$ cat src/rtl/decode_stage_pkg.sv
// RV32I decode types, control-bundle enums and the combinational decoder.
// RV32I_DECODE_ILLEGAL_EN enables illegal-encoding detection in decode_inst.
package decode_stage_pkg;

    typedef enum logic [4:0] {
        ALU_NOP, ALU_ADD, ALU_SUB, ALU_SLL, ALU_SLT, ALU_SLTU, ALU_XOR, ALU_SRL, ALU_SRA,
        ALU_OR, ALU_AND, ALU_BEQ, ALU_BNE, ALU_BLT, ALU_BGE, ALU_BLTU, ALU_BGEU,
        ALU_CSRRW, ALU_CSRRS, ALU_CSRRC
    } alu_op_e;

    typedef enum logic [1:0] {
        ALU_INPUT1_RS1, ALU_INPUT1_PC, ALU_INPUT1_ZERO, ALU_INPUT1_CSR
    } alu_input1_type_e;

    typedef enum logic [1:0] {
        ALU_INPUT2_RS2, ALU_INPUT2_IMM, ALU_INPUT2_FOUR, ALU_INPUT2_RS1
    } alu_input2_type_e;

    typedef enum logic [1:0] {WB_NONE, WB_ALU, WB_MEM, WB_CSR} wb_from_e;
    typedef enum logic {REG_WD, REG_WE} reg_we_e;
    typedef enum logic {MEM_LOAD, MEM_STORE} mem_op_e;

    typedef struct packed {
        logic [6:0] funct7;
        logic [4:0] rs2;
        logic [4:0] rs1;
        logic [2:0] funct3;
        logic [4:0] rd;
        logic [6:0] opcode;
    } r_type_t;

    typedef union packed {
        logic [31:0] raw;
        r_type_t     r;
    } rv32i_inst_u;

    typedef struct packed {
        logic [4:0]       rs1;
        logic [4:0]       rs2;
        logic [4:0]       rd;
        logic [31:0]      imm;
        logic [11:0]      csr_addr;
        logic [2:0]       funct3;
        alu_op_e          alu_op;
        alu_input1_type_e alu_input1_type;
        alu_input2_type_e alu_input2_type;
        wb_from_e         wb_from;
        reg_we_e          r_we;
        mem_op_e          mem_op;
        reg_we_e          csr_we;
        logic             illegal;
    } decode_bundle_t;

    localparam logic [6:0] OpcLui     = 7'b0110111;
    localparam logic [6:0] OpcAuipc   = 7'b0010111;
    localparam logic [6:0] OpcJal     = 7'b1101111;
    localparam logic [6:0] OpcJalr    = 7'b1100111;
    localparam logic [6:0] OpcBranch  = 7'b1100011;
    localparam logic [6:0] OpcLoad    = 7'b0000011;
    localparam logic [6:0] OpcStore   = 7'b0100011;
    localparam logic [6:0] OpcOpImm   = 7'b0010011;
    localparam logic [6:0] OpcOp      = 7'b0110011;
    localparam logic [6:0] OpcMiscMem = 7'b0001111;
    localparam logic [6:0] OpcSystem  = 7'b1110011;

    // alt selects SUB for funct3 000 and SRA for funct3 101.
    function automatic alu_op_e alu_from_f3(logic [2:0] f3, logic alt);
        case (f3)
            3'b000:  return alt ? ALU_SUB : ALU_ADD;
            3'b001:  return ALU_SLL;
            3'b010:  return ALU_SLT;
            3'b011:  return ALU_SLTU;
            3'b100:  return ALU_XOR;
            3'b101:  return alt ? ALU_SRA : ALU_SRL;
            3'b110:  return ALU_OR;
            default: return ALU_AND;
        endcase
    endfunction

    // Reserved branch funct3 010/011 fold onto BEQ/BNE.
    function automatic alu_op_e branch_op(logic [2:0] f3);
        case (f3)
            3'b100:  return ALU_BLT;
            3'b101:  return ALU_BGE;
            3'b110:  return ALU_BLTU;
            3'b111:  return ALU_BGEU;
            default: return f3[0] ? ALU_BNE : ALU_BEQ;
        endcase
    endfunction

    function automatic logic is_illegal(rv32i_inst_u inst);
        logic [2:0] f3;
        logic [6:0] f7;
        f3 = inst.r.funct3;
        f7 = inst.r.funct7;
        case (inst.r.opcode)
            OpcLui, OpcAuipc, OpcJal, OpcJalr, OpcMiscMem: return 1'b0;
            OpcBranch: return f3[2:1] == 2'b01;
            OpcLoad:   return f3 == 3'b011 || f3[2:1] == 2'b11;
            OpcStore:  return f3 >= 3'b011;
            OpcOpImm:  return (f3 == 3'b001 && f7 != 7'h00) ||
                              (f3 == 3'b101 && f7 != 7'h00 && f7 != 7'h20);
            OpcOp:     return (f7 != 7'h00 && f7 != 7'h20) ||
                              (f7 == 7'h20 && f3 != 3'b000 && f3 != 3'b101);
            OpcSystem: return f3 == 3'b100;
            default:   return 1'b1;
        endcase
    endfunction

    function automatic decode_bundle_t decode_inst(rv32i_inst_u inst);
        decode_bundle_t b;
        logic [31:0] imm_i, imm_s, imm_b, imm_u, imm_j;
        logic [2:0]  f3;
        b     = '0;
        f3    = inst.r.funct3;
        imm_i = {{20{inst.raw[31]}}, inst.raw[31:20]};
        imm_s = {{20{inst.raw[31]}}, inst.raw[31:25], inst.raw[11:7]};
        imm_b = {{20{inst.raw[31]}}, inst.raw[7], inst.raw[30:25], inst.raw[11:8], 1'b0};
        imm_u = {inst.raw[31:12], 12'h000};
        imm_j = {{12{inst.raw[31]}}, inst.raw[19:12], inst.raw[20], inst.raw[30:21], 1'b0};
        case (inst.r.opcode)
            OpcLui, OpcAuipc: begin
                b.rd              = inst.r.rd;
                b.imm             = imm_u;
                b.alu_op          = ALU_ADD;
                b.alu_input1_type = (inst.r.opcode == OpcLui) ? ALU_INPUT1_ZERO : ALU_INPUT1_PC;
                b.alu_input2_type = ALU_INPUT2_IMM;
                b.wb_from         = WB_ALU;
                b.r_we            = REG_WE;
            end
            OpcJal, OpcJalr: begin
                b.rd              = inst.r.rd;
                b.alu_op          = ALU_ADD;
                b.alu_input1_type = ALU_INPUT1_PC;
                b.alu_input2_type = ALU_INPUT2_FOUR;
                b.wb_from         = WB_ALU;
                b.r_we            = REG_WE;
                if (inst.r.opcode == OpcJal) begin
                    b.imm = imm_j;
                end else begin
                    b.imm = imm_i;
                    b.rs1 = inst.r.rs1;
                end
            end
            OpcBranch: begin
                b.rs1    = inst.r.rs1;
                b.rs2    = inst.r.rs2;
                b.imm    = imm_b;
                b.alu_op = branch_op(f3);
            end
            OpcLoad, OpcStore: begin
                b.rs1             = inst.r.rs1;
                b.funct3          = f3;
                b.alu_op          = ALU_ADD;
                b.alu_input2_type = ALU_INPUT2_IMM;
                if (inst.r.opcode == OpcLoad) begin
                    b.rd      = inst.r.rd;
                    b.imm     = imm_i;
                    b.wb_from = WB_MEM;
                    b.r_we    = REG_WE;
                end else begin
                    b.rs2    = inst.r.rs2;
                    b.imm    = imm_s;
                    b.mem_op = MEM_STORE;
                end
            end
            OpcOpImm: begin
                b.rd              = inst.r.rd;
                b.rs1             = inst.r.rs1;
                b.imm             = imm_i;
                b.alu_op          = alu_from_f3(f3, inst.raw[30] && f3 == 3'b101);
                b.alu_input2_type = ALU_INPUT2_IMM;
                b.wb_from         = WB_ALU;
                b.r_we            = REG_WE;
            end
            OpcOp: begin
                b.rd      = inst.r.rd;
                b.rs1     = inst.r.rs1;
                b.rs2     = inst.r.rs2;
                b.alu_op  = alu_from_f3(f3, inst.raw[30]);
                b.wb_from = WB_ALU;
                b.r_we    = REG_WE;
            end
            OpcSystem: begin
                b.csr_addr = inst.raw[31:20];
                // funct3[1:0] == 0 covers ECALL/EBREAK and the reserved 100: no writes.
                if (f3[1:0] != 2'b00) begin
                    b.rd              = inst.r.rd;
                    b.alu_op          = (f3[1:0] == 2'b01) ? ALU_CSRRW :
                                        (f3[1:0] == 2'b10) ? ALU_CSRRS : ALU_CSRRC;
                    b.alu_input1_type = ALU_INPUT1_CSR;
                    b.wb_from         = WB_CSR;
                    b.r_we            = REG_WE;
                    b.csr_we          = REG_WE;
                    if (f3[2]) begin
                        b.alu_input2_type = ALU_INPUT2_IMM;
                        b.imm             = {27'd0, inst.r.rs1};
                    end else begin
                        b.alu_input2_type = ALU_INPUT2_RS1;
                        b.rs1             = inst.r.rs1;
                    end
                end
            end
            default: ;
        endcase
`ifdef RV32I_DECODE_ILLEGAL_EN
        if (is_illegal(inst)) begin
            b.illegal = 1'b1;
            b.alu_op  = ALU_NOP;
            b.wb_from = WB_NONE;
            b.r_we    = REG_WD;
            b.csr_we  = REG_WD;
            b.mem_op  = MEM_LOAD;
        end
`else
        b.illegal = 1'b0;
`endif
        return b;
    endfunction

endpackage

$ cat src/rtl/decode_stage_if.sv
// Fetch-side and execute-side handshake bundle of decode_stage.
// master is the decode stage itself; slave is the fetch/execute environment.
interface decode_stage_if #(
    parameter int unsigned PC_W = 32
);
    import decode_stage_pkg::*;

    logic             in_valid;
    logic             in_ready;
    logic [PC_W-1:0]  in_pc;
    logic [31:0]      in_instr;
    logic             out_valid;
    logic             out_ready;
    logic [PC_W-1:0]  out_pc;
    logic [31:0]      out_instr;
    logic [4:0]       out_rs1;
    logic [4:0]       out_rs2;
    logic [4:0]       out_rd;
    logic [31:0]      out_imm;
    logic [11:0]      out_csr_addr;
    logic [2:0]       out_funct3;
    alu_op_e          out_alu_op;
    alu_input1_type_e out_alu_input1_type;
    alu_input2_type_e out_alu_input2_type;
    wb_from_e         out_wb_from;
    reg_we_e          out_r_we;
    mem_op_e          out_mem_op;
    reg_we_e          out_csr_we;
    logic             out_illegal;

    modport master (
        input  in_valid, in_pc, in_instr, out_ready,
        output in_ready, out_valid, out_pc, out_instr, out_rs1, out_rs2, out_rd, out_imm,
               out_csr_addr, out_funct3, out_alu_op, out_alu_input1_type,
               out_alu_input2_type, out_wb_from, out_r_we, out_mem_op, out_csr_we, out_illegal
    );

    modport slave (
        output in_valid, in_pc, in_instr, out_ready,
        input  in_ready, out_valid, out_pc, out_instr, out_rs1, out_rs2, out_rd, out_imm,
               out_csr_addr, out_funct3, out_alu_op, out_alu_input1_type,
               out_alu_input2_type, out_wb_from, out_r_we, out_mem_op, out_csr_we, out_illegal
    );

endinterface

$ cat src/rtl/decode_stage_inst_fifo.sv
// Power-of-two FIFO for {pc, instr} entries; extra pointer MSB tells full from empty.
module inst_fifo #(
    parameter int unsigned DEPTH = 2,
    parameter int unsigned WIDTH = 64
) (
    input  logic             clk,
    input  logic             reset,
    input  logic             clear,
    input  logic             push,
    input  logic [WIDTH-1:0] wdata,
    input  logic             pop,
    output logic [WIDTH-1:0] rdata,
    output logic             full,
    output logic             empty
);
    localparam int unsigned AW = $clog2(DEPTH);

    logic [AW:0]      wptr_q, rptr_q;
    logic [WIDTH-1:0] mem_q [DEPTH];

    assign empty = wptr_q == rptr_q;
    assign full  = (wptr_q[AW] != rptr_q[AW]) && (wptr_q[AW-1:0] == rptr_q[AW-1:0]);
    assign rdata = mem_q[rptr_q[AW-1:0]];

    always_ff @(posedge clk) begin
        if (reset || clear) begin
            wptr_q <= '0;
            rptr_q <= '0;
        end else begin
            if (push && !full) wptr_q <= wptr_q + 1'b1;
            if (pop && !empty) rptr_q <= rptr_q + 1'b1;
        end
    end

    always_ff @(posedge clk) begin
        if (push && !full) mem_q[wptr_q[AW-1:0]] <= wdata;
    end

endmodule

$ cat src/rtl/decode_stage.sv
// RV32I decode stage: skid FIFO, empty-FIFO bypass, decoder and registered output bundle.
module decode_stage
    import decode_stage_pkg::*;
#(
    parameter int unsigned DEPTH = 2,
    parameter int unsigned PC_W  = 32
) (
    input logic            clk,
    input logic            reset,
    input logic            flush,
    decode_stage_if.master bus
);
    logic                 fifo_full, fifo_empty, fifo_push, fifo_pop;
    logic [PC_W+31:0]     fifo_head;
    logic                 accept, consume, load_out, have_src;
    logic [PC_W-1:0]      src_pc;
    logic [31:0]          src_instr;
    logic                 out_valid_q;
    logic [PC_W-1:0]      out_pc_q;
    logic [31:0]          out_instr_q;
    decode_bundle_t       out_q;

    // in_ready looks only at FIFO fullness, never at out_ready.
    assign bus.in_ready = !fifo_full && !reset;
    assign accept       = bus.in_valid && bus.in_ready && !flush;
    assign consume      = out_valid_q && bus.out_ready && !flush;
    assign load_out     = !out_valid_q || consume;
    assign have_src     = !fifo_empty || accept;
    assign fifo_pop     = load_out && !fifo_empty && !flush;
    assign fifo_push    = accept && !(load_out && fifo_empty);
    assign {src_pc, src_instr} = fifo_empty ? {bus.in_pc, bus.in_instr} : fifo_head;

    inst_fifo #(
        .DEPTH (DEPTH),
        .WIDTH (PC_W + 32)
    ) u_fifo (
        .clk   (clk),
        .reset (reset),
        .clear (flush),
        .push  (fifo_push),
        .wdata ({bus.in_pc, bus.in_instr}),
        .pop   (fifo_pop),
        .rdata (fifo_head),
        .full  (fifo_full),
        .empty (fifo_empty)
    );

    always_ff @(posedge clk) begin
        if (reset) begin
            out_valid_q <= 1'b0;
            out_pc_q    <= '0;
            out_instr_q <= '0;
            out_q       <= '0;
        end else if (flush) begin
            out_valid_q <= 1'b0;
        end else if (load_out) begin
            out_valid_q <= have_src;
            if (have_src) begin
                out_pc_q    <= src_pc;
                out_instr_q <= src_instr;
                out_q       <= decode_inst(src_instr);
            end
        end
    end

    assign bus.out_valid           = out_valid_q;
    assign bus.out_pc              = out_pc_q;
    assign bus.out_instr           = out_instr_q;
    assign bus.out_rs1             = out_q.rs1;
    assign bus.out_rs2             = out_q.rs2;
    assign bus.out_rd              = out_q.rd;
    assign bus.out_imm             = out_q.imm;
    assign bus.out_csr_addr        = out_q.csr_addr;
    assign bus.out_funct3          = out_q.funct3;
    assign bus.out_alu_op          = out_q.alu_op;
    assign bus.out_alu_input1_type = out_q.alu_input1_type;
    assign bus.out_alu_input2_type = out_q.alu_input2_type;
    assign bus.out_wb_from         = out_q.wb_from;
    assign bus.out_r_we            = out_q.r_we;
    assign bus.out_mem_op          = out_q.mem_op;
    assign bus.out_csr_we          = out_q.csr_we;
    assign bus.out_illegal         = out_q.illegal;

endmodule

$ cat src/flat_wrapper.sv
// flat-port wrapper written by rule: the top's interface ports become plain ports
module decode_stage_flat import decode_stage_pkg::*;
#(
    parameter int unsigned DEPTH = 2,
    parameter int unsigned PC_W  = 32
)
  (clk, reset, flush, bus_in_valid, bus_in_pc, bus_in_instr, bus_out_ready, bus_in_ready, bus_out_valid, bus_out_pc, bus_out_instr, bus_out_rs1, bus_out_rs2, bus_out_rd, bus_out_imm, bus_out_csr_addr, bus_out_funct3, bus_out_alu_op, bus_out_alu_input1_type, bus_out_alu_input2_type, bus_out_wb_from, bus_out_r_we, bus_out_mem_op, bus_out_csr_we, bus_out_illegal);
  decode_stage_if #(.PC_W(PC_W)) bus_i ();
  input logic clk;
  input logic reset;
  input logic flush;
  input wire logic [$bits(bus_i.in_valid)-1:0] bus_in_valid;
  input wire logic [$bits(bus_i.in_pc)-1:0] bus_in_pc;
  input wire logic [$bits(bus_i.in_instr)-1:0] bus_in_instr;
  input wire logic [$bits(bus_i.out_ready)-1:0] bus_out_ready;
  output wire logic [$bits(bus_i.in_ready)-1:0] bus_in_ready;
  output wire logic [$bits(bus_i.out_valid)-1:0] bus_out_valid;
  output wire logic [$bits(bus_i.out_pc)-1:0] bus_out_pc;
  output wire logic [$bits(bus_i.out_instr)-1:0] bus_out_instr;
  output wire logic [$bits(bus_i.out_rs1)-1:0] bus_out_rs1;
  output wire logic [$bits(bus_i.out_rs2)-1:0] bus_out_rs2;
  output wire logic [$bits(bus_i.out_rd)-1:0] bus_out_rd;
  output wire logic [$bits(bus_i.out_imm)-1:0] bus_out_imm;
  output wire logic [$bits(bus_i.out_csr_addr)-1:0] bus_out_csr_addr;
  output wire logic [$bits(bus_i.out_funct3)-1:0] bus_out_funct3;
  output wire logic [$bits(bus_i.out_alu_op)-1:0] bus_out_alu_op;
  output wire logic [$bits(bus_i.out_alu_input1_type)-1:0] bus_out_alu_input1_type;
  output wire logic [$bits(bus_i.out_alu_input2_type)-1:0] bus_out_alu_input2_type;
  output wire logic [$bits(bus_i.out_wb_from)-1:0] bus_out_wb_from;
  output wire logic [$bits(bus_i.out_r_we)-1:0] bus_out_r_we;
  output wire logic [$bits(bus_i.out_mem_op)-1:0] bus_out_mem_op;
  output wire logic [$bits(bus_i.out_csr_we)-1:0] bus_out_csr_we;
  output wire logic [$bits(bus_i.out_illegal)-1:0] bus_out_illegal;
  assign bus_i.in_valid = bus_in_valid;
  assign bus_i.in_pc = bus_in_pc;
  assign bus_i.in_instr = bus_in_instr;
  assign bus_i.out_ready = bus_out_ready;
  assign bus_in_ready = bus_i.in_ready;
  assign bus_out_valid = bus_i.out_valid;
  assign bus_out_pc = bus_i.out_pc;
  assign bus_out_instr = bus_i.out_instr;
  assign bus_out_rs1 = bus_i.out_rs1;
  assign bus_out_rs2 = bus_i.out_rs2;
  assign bus_out_rd = bus_i.out_rd;
  assign bus_out_imm = bus_i.out_imm;
  assign bus_out_csr_addr = bus_i.out_csr_addr;
  assign bus_out_funct3 = bus_i.out_funct3;
  assign bus_out_alu_op = bus_i.out_alu_op;
  assign bus_out_alu_input1_type = bus_i.out_alu_input1_type;
  assign bus_out_alu_input2_type = bus_i.out_alu_input2_type;
  assign bus_out_wb_from = bus_i.out_wb_from;
  assign bus_out_r_we = bus_i.out_r_we;
  assign bus_out_mem_op = bus_i.out_mem_op;
  assign bus_out_csr_we = bus_i.out_csr_we;
  assign bus_out_illegal = bus_i.out_illegal;
  decode_stage #(.DEPTH(DEPTH), .PC_W(PC_W)) u_core (.clk(clk), .reset(reset), .flush(flush), .bus(bus_i));
endmodule
$ cat config.mk
export PLATFORM = sky130hd
export DESIGN_NAME = decode_stage_flat
export DESIGN_NICKNAME = d
export VERILOG_FILES = /design/src/rtl/decode_stage_pkg.sv /design/src/rtl/decode_stage_if.sv /design/src/rtl/decode_stage_inst_fifo.sv /design/src/rtl/decode_stage.sv /design/src/flat_wrapper.sv
export SDC_FILE = /design/constraint.sdc
export NUM_CORES = 1
export LEC_CHECK = 0
export ABC_CLOCK_PERIOD_IN_PS = 13160
export CAP_MARGIN = 10
export CORE_MARGIN = 2
export CORE_UTILIZATION = 36
export DETAILED_ROUTE_END_ITERATION = 8
export PLACE_DENSITY = 0.63
export SLEW_MARGIN = 10
export SYNTH_ARGS = -nofsm -noshare
export SYNTH_HDL_FRONTEND = slang
export SYNTH_HIERARCHICAL = 1
export SYNTH_SLANG_ARGS = --single-unit
$ cat constraint.sdc
create_clock -name clk -period 13.16 [get_ports clk]
set_input_delay 2.632 -clock clk [delete_from_list [all_inputs] [get_ports clk]]
set_output_delay 2.632 -clock clk [all_outputs]
set_load 0.1 [all_outputs]
Yosys cells after proc, flatten, opt, wreduce, memory -nomap -nowiden
Memories as Yosys holds them, arrays and structs flattened. A register that Yosys moved wholly into a read port is not among the register bits.
Index checks and enable logic that the tools add are counted.
- $lt $le $gt $ge: 0
- bitwise operators: 1
- muxes and demuxes: 42
- reductions and logical operators: 34
- divide/modulo/power cells: 0
- add/subtract/negate cells: 2
- eq/ne operators: 22
- shift operators: 0
- multiply operators: 0
- operator list (kind ; number):
    32-bit case mux with 6 select lines ; 1
    5-bit case mux with 7 select lines ; 2
    64-bit two-way mux ; 1
    5-bit two-way mux ; 8
    37-bit two-way mux ; 1
    5-bit case mux with 3 select lines ; 2
    7-bit == test (second input constant) ; 4
    5-bit case mux with 5 select lines ; 1
    12-bit two-way mux ; 2
    7-bit by 6-bit == test with 1-bit output (second input constant) ; 3
    20-bit two-way mux ; 1
    5-bit case mux with 4 select lines ; 1
    7-bit by 5-bit == test with 1-bit output (second input constant) ; 2
    1-bit logical AND ; 13
    3-bit == test (second input constant) ; 4
    2-bit case mux with 3 select lines ; 2
    6-bit OR reduction ; 2
    5-bit case mux with 2 select lines ; 1
    2-bit OR reduction ; 5
    5-bit OR reduction ; 2
    1-bit two-way mux ; 9
    3-bit two-way mux ; 3
    3-bit case mux with 3 select lines ; 1
    2-bit two-way mux ; 4
    other kinds (16) ; 26
- output and inout port bits: 143
- logic and storage cells: 120
- memories: 1
- register bits after elaboration: 145
- memory bits (writable): 128
- memory bits (read-only): 0
- input port bits: 69
- latch bits: 0
- memories (memory ; words ; width ; rd ports ; clocked after Yosys merged registers in ; write ports ; line ; RTL):
    u_core.u_fifo.mem_q ; 2 ; 64 ; 1 ; 1 ; 1 ; decode_stage_inst_fifo.sv:19 ; logic [WIDTH-1:0] mem_q [DEPTH];

Depth between registers and ports, before layout
Gate-level depths: netlist of run 1.
- word-level depth: 10
- mapped depth: 13
- depth with buffers taken out: 7

Cells and area by module
The synthesis of run 1 kept the hierarchy.
- modules (own cells, without submodules) (module ; cells each ; instances ; area an instance (um^2) ; seq. area each (um^2)):
    decode_stage ; 713 ; 1 ; 6536.3 ; 2822.7
    inst_fifo ; 231 ; 1 ; 4879.7 ; 3943.8

Worst setup path after synthesis of run 1
No wires, ideal clock.
- kind: input port to flip-flop
- start: input reset
- end: memory u_core.u_fifo.mem_q[1][0], enable pin
- path buffers: 0
- setup time: 0.507 ns
- required time: 12.653 ns
- stages: 4
- setup slack: 5.905 ns
- data arrival time: 6.748 ns
- path through: or3b_1 > a211oi_1 > nand2_1 > a21oi_1
- word-level cells in the longest chain between the ends: 8
- RTL lines (item ; line ; RTL):
    from (decl) ; flat_wrapper.sv:10 ; input logic reset;
    1-bit logical NOT ; decode_stage.sv:24 ; assign bus.in_ready = !fifo_full && !reset;
    1-bit logical AND ; decode_stage.sv:24 ;
    1-bit logical AND (2 in a row) ; decode_stage.sv:25 ; assign accept = bus.in_valid && bus.in_ready && !flush;
    1-bit logical AND ; decode_stage.sv:30 ; assign fifo_push = accept && !(load_out && fifo_empty);
    net u_core.fifo_push ; decode_stage.sv:13 ; logic fifo_full, fifo_empty, fifo_push, fifo_pop;
    1-bit logical AND ; decode_stage_inst_fifo.sv:36 ; if (push && !full) mem_q[wptr_q[AW-1:0]] <= wdata;
    1-bit two-way mux ; decode_stage_inst_fifo.sv:36 ;
    1-bit two-way mux (implied by the code) ; decode_stage_inst_fifo.sv:36 ;
    to (decl) ; decode_stage_inst_fifo.sv:19 ;
The timed path passes the listed nets, and every way through them passes these cells.

Worst setup path in the final report of run 1
- start: input reset
- end: output bus_in_ready
- word-level cells in the longest chain between the ends: 2
- RTL lines (item ; line ; RTL):
    1-bit logical NOT ; decode_stage.sv:24 ;
    1-bit logical AND ; decode_stage.sv:24 ;
    to (decl) ; flat_wrapper.sv:16 ; output wire logic [$bits(bus_i.in_ready)-1:0] bus_in_ready;
No other way between the ends.

==> reports/qor_table.md, run 1 <==
| Result | Reported |
|:---|:---|
| Antenna violations before repair | 1 |
| Reg2Reg Capture Point | u_core/u_fifo/mem_q[1][63] |
| Ratio of cells with drive above 1 in the final layout | 13.92% |
| Setup Buffers After CTS | 0 |
| Number of register bits inferred by synthesis | 274 |
| Antenna Diode Count | 0 |
| TritonCTS clock tree | yes |
| CTS Root Cell | clkbuf_16 |
| Worst Hold Path Cells | 2 |
| Setup TNS | 0 ns |
| Final standard cell utilization of the core | 47.10% |
| Largest family of logic cells by synthesized area | compound AO/OA/AOI/OAI gates |
| Worst slew margin relative to its limit | 23.81% |
| Class of the tightest hold or removal check | flip-flop to flip-flop |
| Net count of the mapped netlist | 1013 |
| Post-route fraction of the period consumed by the critical path | 52.44% |
| Unrepaired setup endpoints after global routing | false |
| Number of maximum-capacitance violations | 0 |
| Overflow left after global routing | 0 |
| Gate family responsible for the most delay along the worst path | buffers and inverters |
| Final hold slack | 0.4522 ns |
| Synth top cells by count | 146 x dfxtp_1, 128 x edfxtp_1, 124 x nor2_1 |
| Fill cell instance count of the final layout | 2893 |
| Critical path buffers and inverters | 2 |
| Worst hold endpoint | u_core/bus.out_mem_op |
| Slew Limit Fails | 0 |
| Arrival time of the worst setup path | 4.27 ns |
| Via count of the first global-routing pass | 8112 |
| Sequential area share after synthesis | 59.27% |
| HPWL after DPL | 20.47 mm |
| Required time at the endpoint of the critical path | 10.53 ns |
| Synth cell types | 70 |
| Post-DR wirelength/cell | 20.18 um |
| Number of instances in the synthesized netlist | 944 |
| Result of the run | completed |
| I/O pin total | 212 |
| Synth Area in Simple Gates | 8.231% |
| Total of hold buffers inserted after clock tree synthesis | 0 |
| Fraction of the mapped netlist area in compound gates | 15.76% |
| Slew at the pin closest to its max-slew limit | 1.139 ns |
| Most frequent cell after synthesis | dfxtp_1 |
| Buffers added on ports | 210 |
| Longest Clk Path Bufs | 3 |
| Adder-cell share of the synthesized area | 0% |
| Chip Width | 182.1 um |
| Initial core utilization | 36.37% |
| Remaining number of nets flagged by the antenna check after routing | 0 |
| Category of the worst setup path capture point | output pin |
| Maximum number of pins on one net before global-route repair | 83 |
| Placeable core region | 31390 sq um |
| EDFF count, synth | 128 |
| Row count | 65 |
| Largest area contributor in the netlist | edfxtp_1 |
| Critical R2R Launch | u_core/u_fifo/rptr_q[0] |
| Asr flop ratio synth | 0% |
| Startpoint of the most critical hold path | u_core/bus.out_mem_op |
| Area of the mapped netlist | 11420 sq um |
| Xor/xnor share of the synthesized area | 0.2302% |
| Pre-antenna DRT Iters | 5 |
| GR Util All Layers | 18.40% |
| Cts bufs inserted | 30 |
| Total via count after detailed routing | 8360 |
| Multi-input logic area | 4285 sq um |
| Area taken by flip-flops and latches | 6770 sq um |
| R2R setup slack | 9.14 ns |
| Critical setup path kind | input pin to output pin |
| Worst path cell trace | buf_4, nor2_1, clkdlybuf4s50_1 |
| Number of instances resized during post-cts repair | 0 |
| Wire length of the first global-routing pass | 47.75 mm |
| Max H-tree Level | 1 |
| Average instance area after synthesis | 12.09 sq um |
| Final hold violations | 0 |
| Post-detailed-route DRC marker count | 0 |
| Area overhead of the layout relative to synthesis | 29.53% |
| Min Clock Period, post-route | 6.901 ns |
| Top area cells in the synthesized netlist | edfxtp_1 34%, dfxtp_1 26%, mux2_2 7.7% |
| Routability congestion estimate | 0.8916 |
| Vias/cell | 5.362 |
| Highest Clock Rate | 0.1449 GHz |
| Startpoint types | input pin |
| Most common flop cell mapped by yosys | dfxtp_1 |
| Highest cell delay on the worst timing path | 1.15 ns |
| Die extent in y | 182.1 um |
| Worst Skew | 0.01756 ns |
| Power Density | 132.7 nW/um^2 |
| Reported leakage power | 5.282 nW |
| Yosys Warn Count | 6 |
| CTS sink count | 274 |
| Die Footprint | 33150 sq um |
| Number of nets in the layout | 1202 |
| Mux cell area share after synthesis | 13.04% |
| Total Wirelength | 31.46 mm |
| Worst voltage drop across the vdd grid | 0.07762 mV |
| Critical-path cell with the highest stage delay | clkdlybuf4s50_1 |
| Worst Reg2Reg Path Length in Cells | 8 |
| Initial DRC count | 585 |
| Source-to-sink clock delay at the later pin of the worst-skew pair | 0.55 ns |
| Reg clk slew, reported paths | 0.06 ns |
| Number of setup violations in the final report | 0 |
| Share of the synthesized area in the top cell type | 33.67% |
| Highest net fanout along the worst path | 58 |
[kinds of logic after synthesis]
group,count (synthesis)
multiplexers,137
flip-flops,274
other,1
AND/OR/NAND/NOR,206
XOR/XNOR,3
buffers and inverters,78
AO/OA/AOI/OAI,245
[registers in the layout, summed over array words and instances (netlist names), 3 cells and up, named ones only]
register                 cells
u_core/bus.out_imm          32
u_core/bus.out_rd            5
u_core/bus.out_funct3        3
u_core/bus.out_rs1           5
u_core/u_fifo/mem_q        128
u_core/bus.out_rs2           5
u_core/bus.out_pc           32
u_core/bus.out_instr        32
u_core/bus.out_alu_op        5
u_core/bus.out_csr_addr     12
[worst max-delay path by stage]
stage                     slack, ns  startpoint  cells past startpoint                         to
after CTS                      6.23       reset                      3               bus_in_ready
after global placement         6.23       reset                      3               bus_in_ready
final                          6.26       reset                      3               bus_in_ready
after global routing           6.16       reset                      3               bus_in_ready
after detailed placement       6.25       reset                      3               bus_in_ready
after floorplan                5.90       reset                      4  u_core/u_fifo/mem_q[1][0]
[metrics by stage]
stage	cells	area, sq um	setup WS [ns]	total power (W)
after floorplan	944	11420	5.905	0.001078
after global placement	1503	13800	6.234	0.001148
after detailed placement	1503	13800	6.245	0.001150
after CTS	1559	14790	6.232	0.001982
after global routing	1559	14790	6.158	0.002029
final	1559	14790	6.259	0.001961
[power breakdown]
part           total (W)  leakage (nW)  switching (W)  internal, W
clock network   0.000829         0.482       0.000327     0.000503
logic           0.000220          2.46       0.000160    0.0000608
registers       0.000912          2.34     0.00000730     0.000904
[placed cells by master (no fill, tap or decap), types with 6 or more instances in the layout]
cell,count
o211ai_1,13
clkbuf_8,6
clkbuf_16,31
a211oi_1,54
buf_4,13
o21ai_0,30
mux2i_1,56
and2_1,10
dfxtp_1,145
clkdlybuf4s50_1,209
clkbuf_1,10
mux2_2,78
a22oi_1,30
inv_1,13
a221o_1,6
nor2_1,123
nand2_1,26
edfxtp_1,128
a21oi_1,53
nor3_1,19
a22o_1,14
[routing by layer]
layer  global-route usage, %  vias up  share of wire [%]  wire length [um]
met2                   28.55      298                 45             14070
met1                   25.01     4071                 45             14020
li1                        -     3942                  -                 -
met5                       0        -              0.041                13
met3                   5.668       47                8.6              2705
met4                   4.903        2                2.1               652
[tightest hold or removal path, delay by kind of cell, from the launching register on]
kind             cells  cell delay [ns]
AO/OA/AOI/OAI        1             0.05
flip-flops           1             0.30
AND/OR/NAND/NOR      1             0.05
[layout make-up]
class | count | share of cell area (%)
Clock buffer | 47 | 6.059
Sequential cell | 274 | 45.79
Timing Repair Buffer | 222 | 14.81
Tap cell | 402 | 3.402
Inverter | 13 | 0.3300
Clock inverter | 9 | 0.6346
Multi-Input combinational cell | 592 | 28.98
Power figures use the tool's default switching activity.
==> inputs of run 2 (changes only) <==
--- a/config.mk
+++ b/config.mk
@@ -5,12 +5,12 @@
 export SDC_FILE = /design/constraint.sdc
 export NUM_CORES = 1
 export LEC_CHECK = 0
-export ABC_CLOCK_PERIOD_IN_PS = 13160
+export ABC_CLOCK_PERIOD_IN_PS = 5600
 export CAP_MARGIN = 10
 export CORE_MARGIN = 2
 export CORE_UTILIZATION = 36
 export DETAILED_ROUTE_END_ITERATION = 8
-export PLACE_DENSITY = 0.63
+export PLACE_DENSITY = 0.65
 export SLEW_MARGIN = 10
 export SYNTH_ARGS = -nofsm -noshare
 export SYNTH_HDL_FRONTEND = slang
==> constraint.sdc (replaced) <==
create_clock -name clk -period 5.6 [get_ports clk]
set_input_delay 1.12 -clock clk [delete_from_list [all_inputs] [get_ports clk]]
set_output_delay 1.12 -clock clk [all_outputs]
set_load 0.1 [all_outputs]
==> run 2 against run 1 <==
  * Final cell count is the same
  * Wire length fell by 1.8%
  * First-iteration DRC count is 11% higher
  * Die area unchanged
  * Critical path type is now flip-flop to output pin
  * Critical endpoint unchanged
==> reports/qor_table.md, run 2 (synthesis results as in run 1) <==
| Result | Reported |
|:---|:---|
| Antenna Diode Count | 0 |
| Maximum number of pins on one net before global-route repair | 68 |
| Routability congestion estimate | 0.9154 |
| Net switching power | 0.001173 W |
| Routing usage on met1 | 24.38% |
| Initial core utilization | 36.37% |
| Slew at the pin closest to its max-slew limit | 1.102 ns |
| Class of the tightest hold or removal check | flip-flop to flip-flop |
| Post-route setup slack | 1.619 ns |
| Post-detailed-route DRC marker count | 0 |
| Category of the worst setup path capture point | output pin |
| I/O pin total | 212 |
| GR Util All Layers | 18.04% |
| Min Clock Period, post-route | 3.981 ns |
| Critical path origin | u_core/u_fifo/rptr_q[0] |
| Wire length of the first global-routing pass | 47.08 mm |
| Flip-flop count of the largest register after layout | 128 |
| Peak-usage layer in the global routing report | met2 |
| Source-to-sink clock delay at the later pin of the worst-skew pair | 0.55 ns |
| Sw Ratio | 25.06% |
| Antenna violations before repair | 0 |
| Highest cell delay on the worst timing path | 1.15 ns |
| Chip Width | 182.1 um |
| Post-route fraction of the period consumed by the critical path | 71.10% |
| Total of hold buffers inserted after clock tree synthesis | 0 |
| Remaining number of nets flagged by the antenna check after routing | 0 |
| TritonCTS clock tree | yes |
| Die extent in y | 182.1 um |
| Reg clk slew, reported paths | 0.06 ns |
| Worst Hold Path Cells | 2 |
| Row count | 65 |
| Overflow left after global routing | 0 |
| HPWL after DPL | 20.88 mm |
| Combinational share of power | 11.0% |
| Die Footprint | 33150 sq um |
| Result of the run | completed |
| Worst Reg2Reg Path Length in Cells | 9 |
| Total Wirelength | 30.89 mm |
| Vias/cell | 5.327 |
| Final standard cell utilization of the core | 47.24% |
| Number of maximum-capacitance violations | 0 |
| Dominant cell type by count on the critical path | nor2_1 |
| Critical path buffers and inverters | 1 |
| R2R setup slack | 1.86 ns |
| Sequential power share | 45.8% |
| Final hold slack | 0.4583 ns |
| Max H-tree Level | 1 |
| Worst setup slack after placement | 1.516 ns |
| Longest Clk Path Bufs | 3 |
| Slew Limit Fails | 0 |
| Area taken by flip-flops and latches | 6770 sq um |
| Cts bufs inserted | 30 |
| Pre-antenna DRT Iters | 5 |
| Critical-path cell with the highest stage delay | clkdlybuf4s50_1 |
| Via count of the first global-routing pass | 8092 |
| Unrepaired setup endpoints after global routing | false |
| Arrival time of the worst setup path | 2.86 ns |
| Critical R2R Launch | u_core/u_fifo/rptr_q[0] |
| Fraction of power consumed by the clock network | 43.2% |
| Required time at the endpoint of the critical path | 4.48 ns |
| Most frequent standard cell in the layout excluding fill and tap cells | clkdlybuf4s50_1 |
| Multi-input logic area | 4285 sq um |
| Startpoint types | flip-flop |
| Crit path depth | 4 |
| Ratio of cells with drive above 1 in the final layout | 13.83% |
| Worst Skew | 0.01213 ns |
| Post-DR wirelength/cell | 19.81 um |
| Worst slew margin relative to its limit | 26.54% |
| Highest net fanout along the worst path | 9 |
| Total via count after detailed routing | 8305 |
| GRT met3 Usage | 5.548% |
| Critical setup path kind | flip-flop to output pin |
| Most frequent cells in the layout | 209 x clkdlybuf4s50_1, 145 x dfxtp_1, 128 x edfxtp_1 |
| Number of setup violations in the final report | 0 |
| Gate family responsible for the most delay along the worst path | buffers and inverters |
| Worst voltage drop across the vdd grid | 0.2712 mV |
| Total Power | 0.004682 W |
| Reported leakage power | 5.299 nW |
| Reg2Reg Capture Point | u_core/bus.out_alu_op[1] |
| Initial DRC count | 649 |
| CTS sink count | 274 |
| Setup Buffers After CTS | 0 |
| Critical Path End | bus_in_ready |
| Internal power summed over all cells | 0.003509 W |
| Fill cell instance count of the final layout | 2845 |
| CTS Root Cell | clkbuf_16 |
| Met2 Usage GRT | 28.05% |
| Number of nets in the layout | 1202 |
| Placeable core region | 31390 sq um |
| Power Density | 315.7 nW/um^2 |
| Worst path cell trace | xor2_1, nor2_1, nor2_1, clkdlybuf4s50_1 |
| Number of instances resized during post-cts repair | 0 |
| Final hold violations | 0 |
| Highest Clock Rate | 0.2512 GHz |
| Setup TNS | 0 ns |
| Buffers added on ports | 210 |
| Area overhead of the layout relative to synthesis | 29.90% |
-- run 2: cell count changes in the layout (fill, tap and decap cells not counted) --
cell	change
clkinv_2	+1
clkbuf_1	-7
bufinv_16	+3
buf_4	-1
buf_12	+1
clkinv_1	+8
clkbuf_8	-5
-- run 2: routing by layer --
layer	share of wire (%)	wire length [um]	up-vias
met1	45	13890	4033
li1	-	-	3936
met3	8.0	2472	59
met2	44	13700	277
met5	0	0	-
met4	2.7	830	0
-- run 2: worst min-delay path by stage --
stage | to | start
finish | u_core/bus.out_imm[7] | u_core/bus.out_imm[7]
global route | u_core/bus.out_imm[10] | u_core/bus.out_imm[10]
CTS | u_core/bus.out_imm[6] | u_core/bus.out_imm[6]
detailed placement | u_core/bus.out_alu_input2_type[1] | u_core/bus.out_alu_input2_type[1]
global placement | u_core/bus.out_rs1[0] | u_core/bus.out_rs1[0]
floorplan | u_core/u_fifo/rptr_q[1] | u_core/u_fifo/rptr_q[1]
-- run 2: power groups by stage --
stage	Combinational, W	Sequential, W	Clock (W)
CTS	0.000516	0.00214	0.00207
global route	0.000540	0.00215	0.00215
finish	0.000515	0.00214	0.00202
floorplan	0.000135	0.00240	0
detailed placement	0.000515	0.00219	0
global placement	0.000511	0.00219	0
-- run 2: metrics by stage --
step	area [sq um]	instances
2_1_floorplan	11420	944
3_3_place_gp	13810	1503
3_5_place_dp	13810	1503
4_1_cts	14830	1559
5_1_grt	14830	1559
6_report	14830	1559
-- run 2: worst register-to-register path: stages, from the launching register on --
cell and delay, ns:
dfxtp_1 0.56, xor2_1 0.19, nor2_4 0.27, buf_4 0.35, buf_4 0.67, mux2i_1 0.54
nor2_1 0.13, a2111oi_0 0.59, a211oi_1 0.14, o41ai_2 0.21
-- run 2: layout make-up --
type	count	area share, %
clock buffers	35	5.400
multi-input cells	592	28.90
inverters	13	0.3291
clock inverters	21	1.477
well taps	402	3.392
flip-flops and latches	274	45.65
repair buffers	222	14.85
==> inputs of run 3 (changes only) <==
--- a/config.mk
+++ b/config.mk
@@ -5,7 +5,7 @@
 export SDC_FILE = /design/constraint.sdc
 export NUM_CORES = 1
 export LEC_CHECK = 0
-export ABC_CLOCK_PERIOD_IN_PS = 5600
+export ABC_CLOCK_PERIOD_IN_PS = 3500
 export CAP_MARGIN = 10
 export CORE_MARGIN = 2
 export CORE_UTILIZATION = 36
==> constraint.sdc (replaced) <==
create_clock -name clk -period 3.5 [get_ports clk]
set_input_delay 0.7 -clock clk [delete_from_list [all_inputs] [get_ports clk]]
set_output_delay 0.7 -clock clk [all_outputs]
set_load 0.1 [all_outputs]
==> run 3 against run 2 <==
  * Utilization is essentially flat
  * Die area stayed put
  * Global-route usage up 0.39 points
  * Final cell count increased by 1.6%
  * First-iteration DRC count fell by 3.7%
  * Sequential power rose by 60%
  * Clock skew is 0.0080 ns higher
  * Largest cell class unchanged
  * Total power is 51% higher
  * Register-to-register slack lost 1.4 ns
  * Critical path depth up 5
  * Count of clock-buffer cells in the layout rose by 3
  * Combinational power is 63% higher
==> reports/qor_table.md, run 3 (synthesis results as in run 1) <==
| Result | Reported |
|:---|:---|
| Overflow left after global routing | 0 |
| Dominant cell type by count on the critical path | buf_4 |
| Reg clk slew, reported paths | 0.06 ns |
| Initial DRC count | 625 |
| Total Wirelength | 31.44 mm |
| Startpoint types | flip-flop |
| Slew at the pin closest to its max-slew limit | 1.007 ns |
| Arrival time of the worst setup path | 3.52 ns |
| Area overhead of the layout relative to synthesis | 30.02% |
| Initial core utilization | 36.37% |
| Max H-tree Level | 1 |
| Highest net fanout along the worst path | 20 |
| Post-detailed-route DRC marker count | 0 |
| Gate family responsible for the most delay along the worst path | compound AO/OA/AOI/OAI gates |
| Category of the worst setup path capture point | flip-flop |
| Required time at the endpoint of the critical path | 3.94 ns |
| Number of setup violations in the final report | 0 |
| Post-route fraction of the period consumed by the critical path | 87.90% |
| Startpoint of the most critical hold path | u_core/bus.out_funct3[0] |
| TritonCTS clock tree | yes |
| Critical path buffers and inverters | 2 |
| Post-route setup slack | 0.4234 ns |
| Antenna violations before repair | 0 |
| Post-route met1 wirelength | 13.94 mm |
| Longest Clk Path Bufs | 3 |
| Cts bufs inserted | 29 |
| Number of maximum-capacitance violations | 0 |
| Power Density | 476.0 nW/um^2 |
| CTS sink count | 274 |
| Setup TNS | 0 ns |
| Min Clock Period, post-route | 3.077 ns |
| Antenna Diode Count | 0 |
| Critical setup path kind | flip-flop to flip-flop |
| Vias/cell | 5.301 |
| Routability congestion estimate | 0.9169 |
| Worst path cell trace | xor2_1, nor2_4, buf_4, nor3b_2, o221a_4, buf_4, a21oi_1, o21ai_0, a22o_1 |
| Total Power | 0.007065 W |
| Met3 routed wirelength | 2.544 mm |
| Worst Hold Path Cells | 2 |
| Critical-path cell with the highest stage delay | dfxtp_1 |
| Most frequent cells in the layout | 166 x clkdlybuf4s50_1, 145 x dfxtp_1, 128 x edfxtp_1 |
| Result of the run | completed |
| Class of the tightest hold or removal check | flip-flop to flip-flop |
| Placeable core region | 31390 sq um |
| Highest cell delay on the worst timing path | 0.56 ns |
| Total of hold buffers inserted after clock tree synthesis | 0 |
| Total via count after detailed routing | 8396 |
| Maximum number of pins on one net before global-route repair | 74 |
| Via count of the first global-routing pass | 8060 |
| Wire length on met2 | 14.42 mm |
| Number of nets in the layout | 1230 |
| Crit path depth | 9 |
| Worst setup slack after placement | 0.3649 ns |
| Buffers added on ports | 210 |
| Critical R2R Launch | u_core/u_fifo/rptr_q[0] |
| CTS Root Cell | clkbuf_16 |
| Slew Limit Fails | 0 |
| Setup Buffers After CTS | 0 |
| Post-DR wirelength/cell | 19.85 um |
| Worst Reg2Reg Path Length in Cells | 9 |
| Die extent in y | 182.1 um |
| Wire length of the first global-routing pass | 48.09 mm |
| Unrepaired setup endpoints after global routing | false |
| Worst Skew | 0.02009 ns |
| Pre-antenna DRT Iters | 5 |
| HPWL after DPL | 21.81 mm |
| Remaining number of nets flagged by the antenna check after routing | 0 |
| Number of instances resized during post-cts repair | 0 |
| Reported leakage power | 5.481 nW |
| Ratio of cells with drive above 1 in the final layout | 20.14% |
| I/O pin total | 212 |
| Die Footprint | 33150 sq um |
| Critical path origin | u_core/u_fifo/rptr_q[0] |
| Row count | 65 |
| GR Util All Layers | 18.42% |
| Top routing layer in use | met4 |
| Final hold violations | 0 |
| Most frequent standard cell in the layout excluding fill and tap cells | clkdlybuf4s50_1 |
| Highest Clock Rate | 0.3250 GHz |
| Worst slew margin relative to its limit | 32.62% |
| Chip Width | 182.1 um |
| Worst voltage drop across the vdd grid | 0.3184 mV |
| Source-to-sink clock delay at the later pin of the worst-skew pair | 0.55 ns |
| Flip-flop count of the largest register after layout | 128 |
run 3: worst reg2reg max path: stages (launching register included):
cell and delay, ns:
dfxtp_1 0.56, xor2_1 0.19, nor2_4 0.45, buf_4 0.37
nor3b_2 0.11, o221a_4 0.23, buf_4 0.20, a21oi_1 0.48
o21ai_0 0.19, a22o_1 0.21
run 3: report_power, final:
| group | internal, W | switching, W | total [W] |
|---|---|---|---|
| registers | 0.00340 | 0.0000296 | 0.00343 |
| clock network | 0.00158 | 0.00122 | 0.00280 |
| logic | 0.000239 | 0.000602 | 0.000841 |
| total | 0.00522 | 0.00185 | 0.00707 |
run 3: layer usage:
metal | up-vias | global-route usage [%]
met3 | 50 | 5.268
met1 | 4062 | 25.00
li1 | 4004 | -
met2 | 280 | 29.63
met5 | - | 0
met4 | 0 | 3.452
run 3: stage by stage:
step | util, % | area, sq um | instances | hold slack [ns]
after CTS | 47.28 | 14840 | 1584 | 0.4596
after global routing | 47.28 | 14840 | 1584 | 0.4872
final | 47.28 | 14840 | 1584 | 0.4577
after detailed placement | 44.53 | 13980 | 1532 | 0.4502
after global placement | 44.53 | 13980 | 1532 | 0.4410
after floorplan | - | 11450 | 944 | 0.5624
run 3: final timing paths:
| path | end | slack [ns] |
|---|---|---|
| setup reg to reg | u_core/bus.out_imm[16] | 0.42 |
| hold reg to reg | u_core/bus.out_funct3[0] | 0.46 |
| hold / removal | u_core/bus.out_funct3[0] | 0.46 |
| setup / recovery | u_core/bus.out_imm[16] | 0.42 |
run 3: area by class of cell:
type / count / area (sq um)
Clock buffer: 38 / 789.5
Clock inverter: 14 / 73.82
Fill cell: 2874 / 16550
Inverter: 13 / 48.80
Multi-Input combinational cell: 592 / 4308
Sequential cell: 274 / 6770
Tap cell: 402 / 503.0
Timing Repair Buffer: 251 / 2350
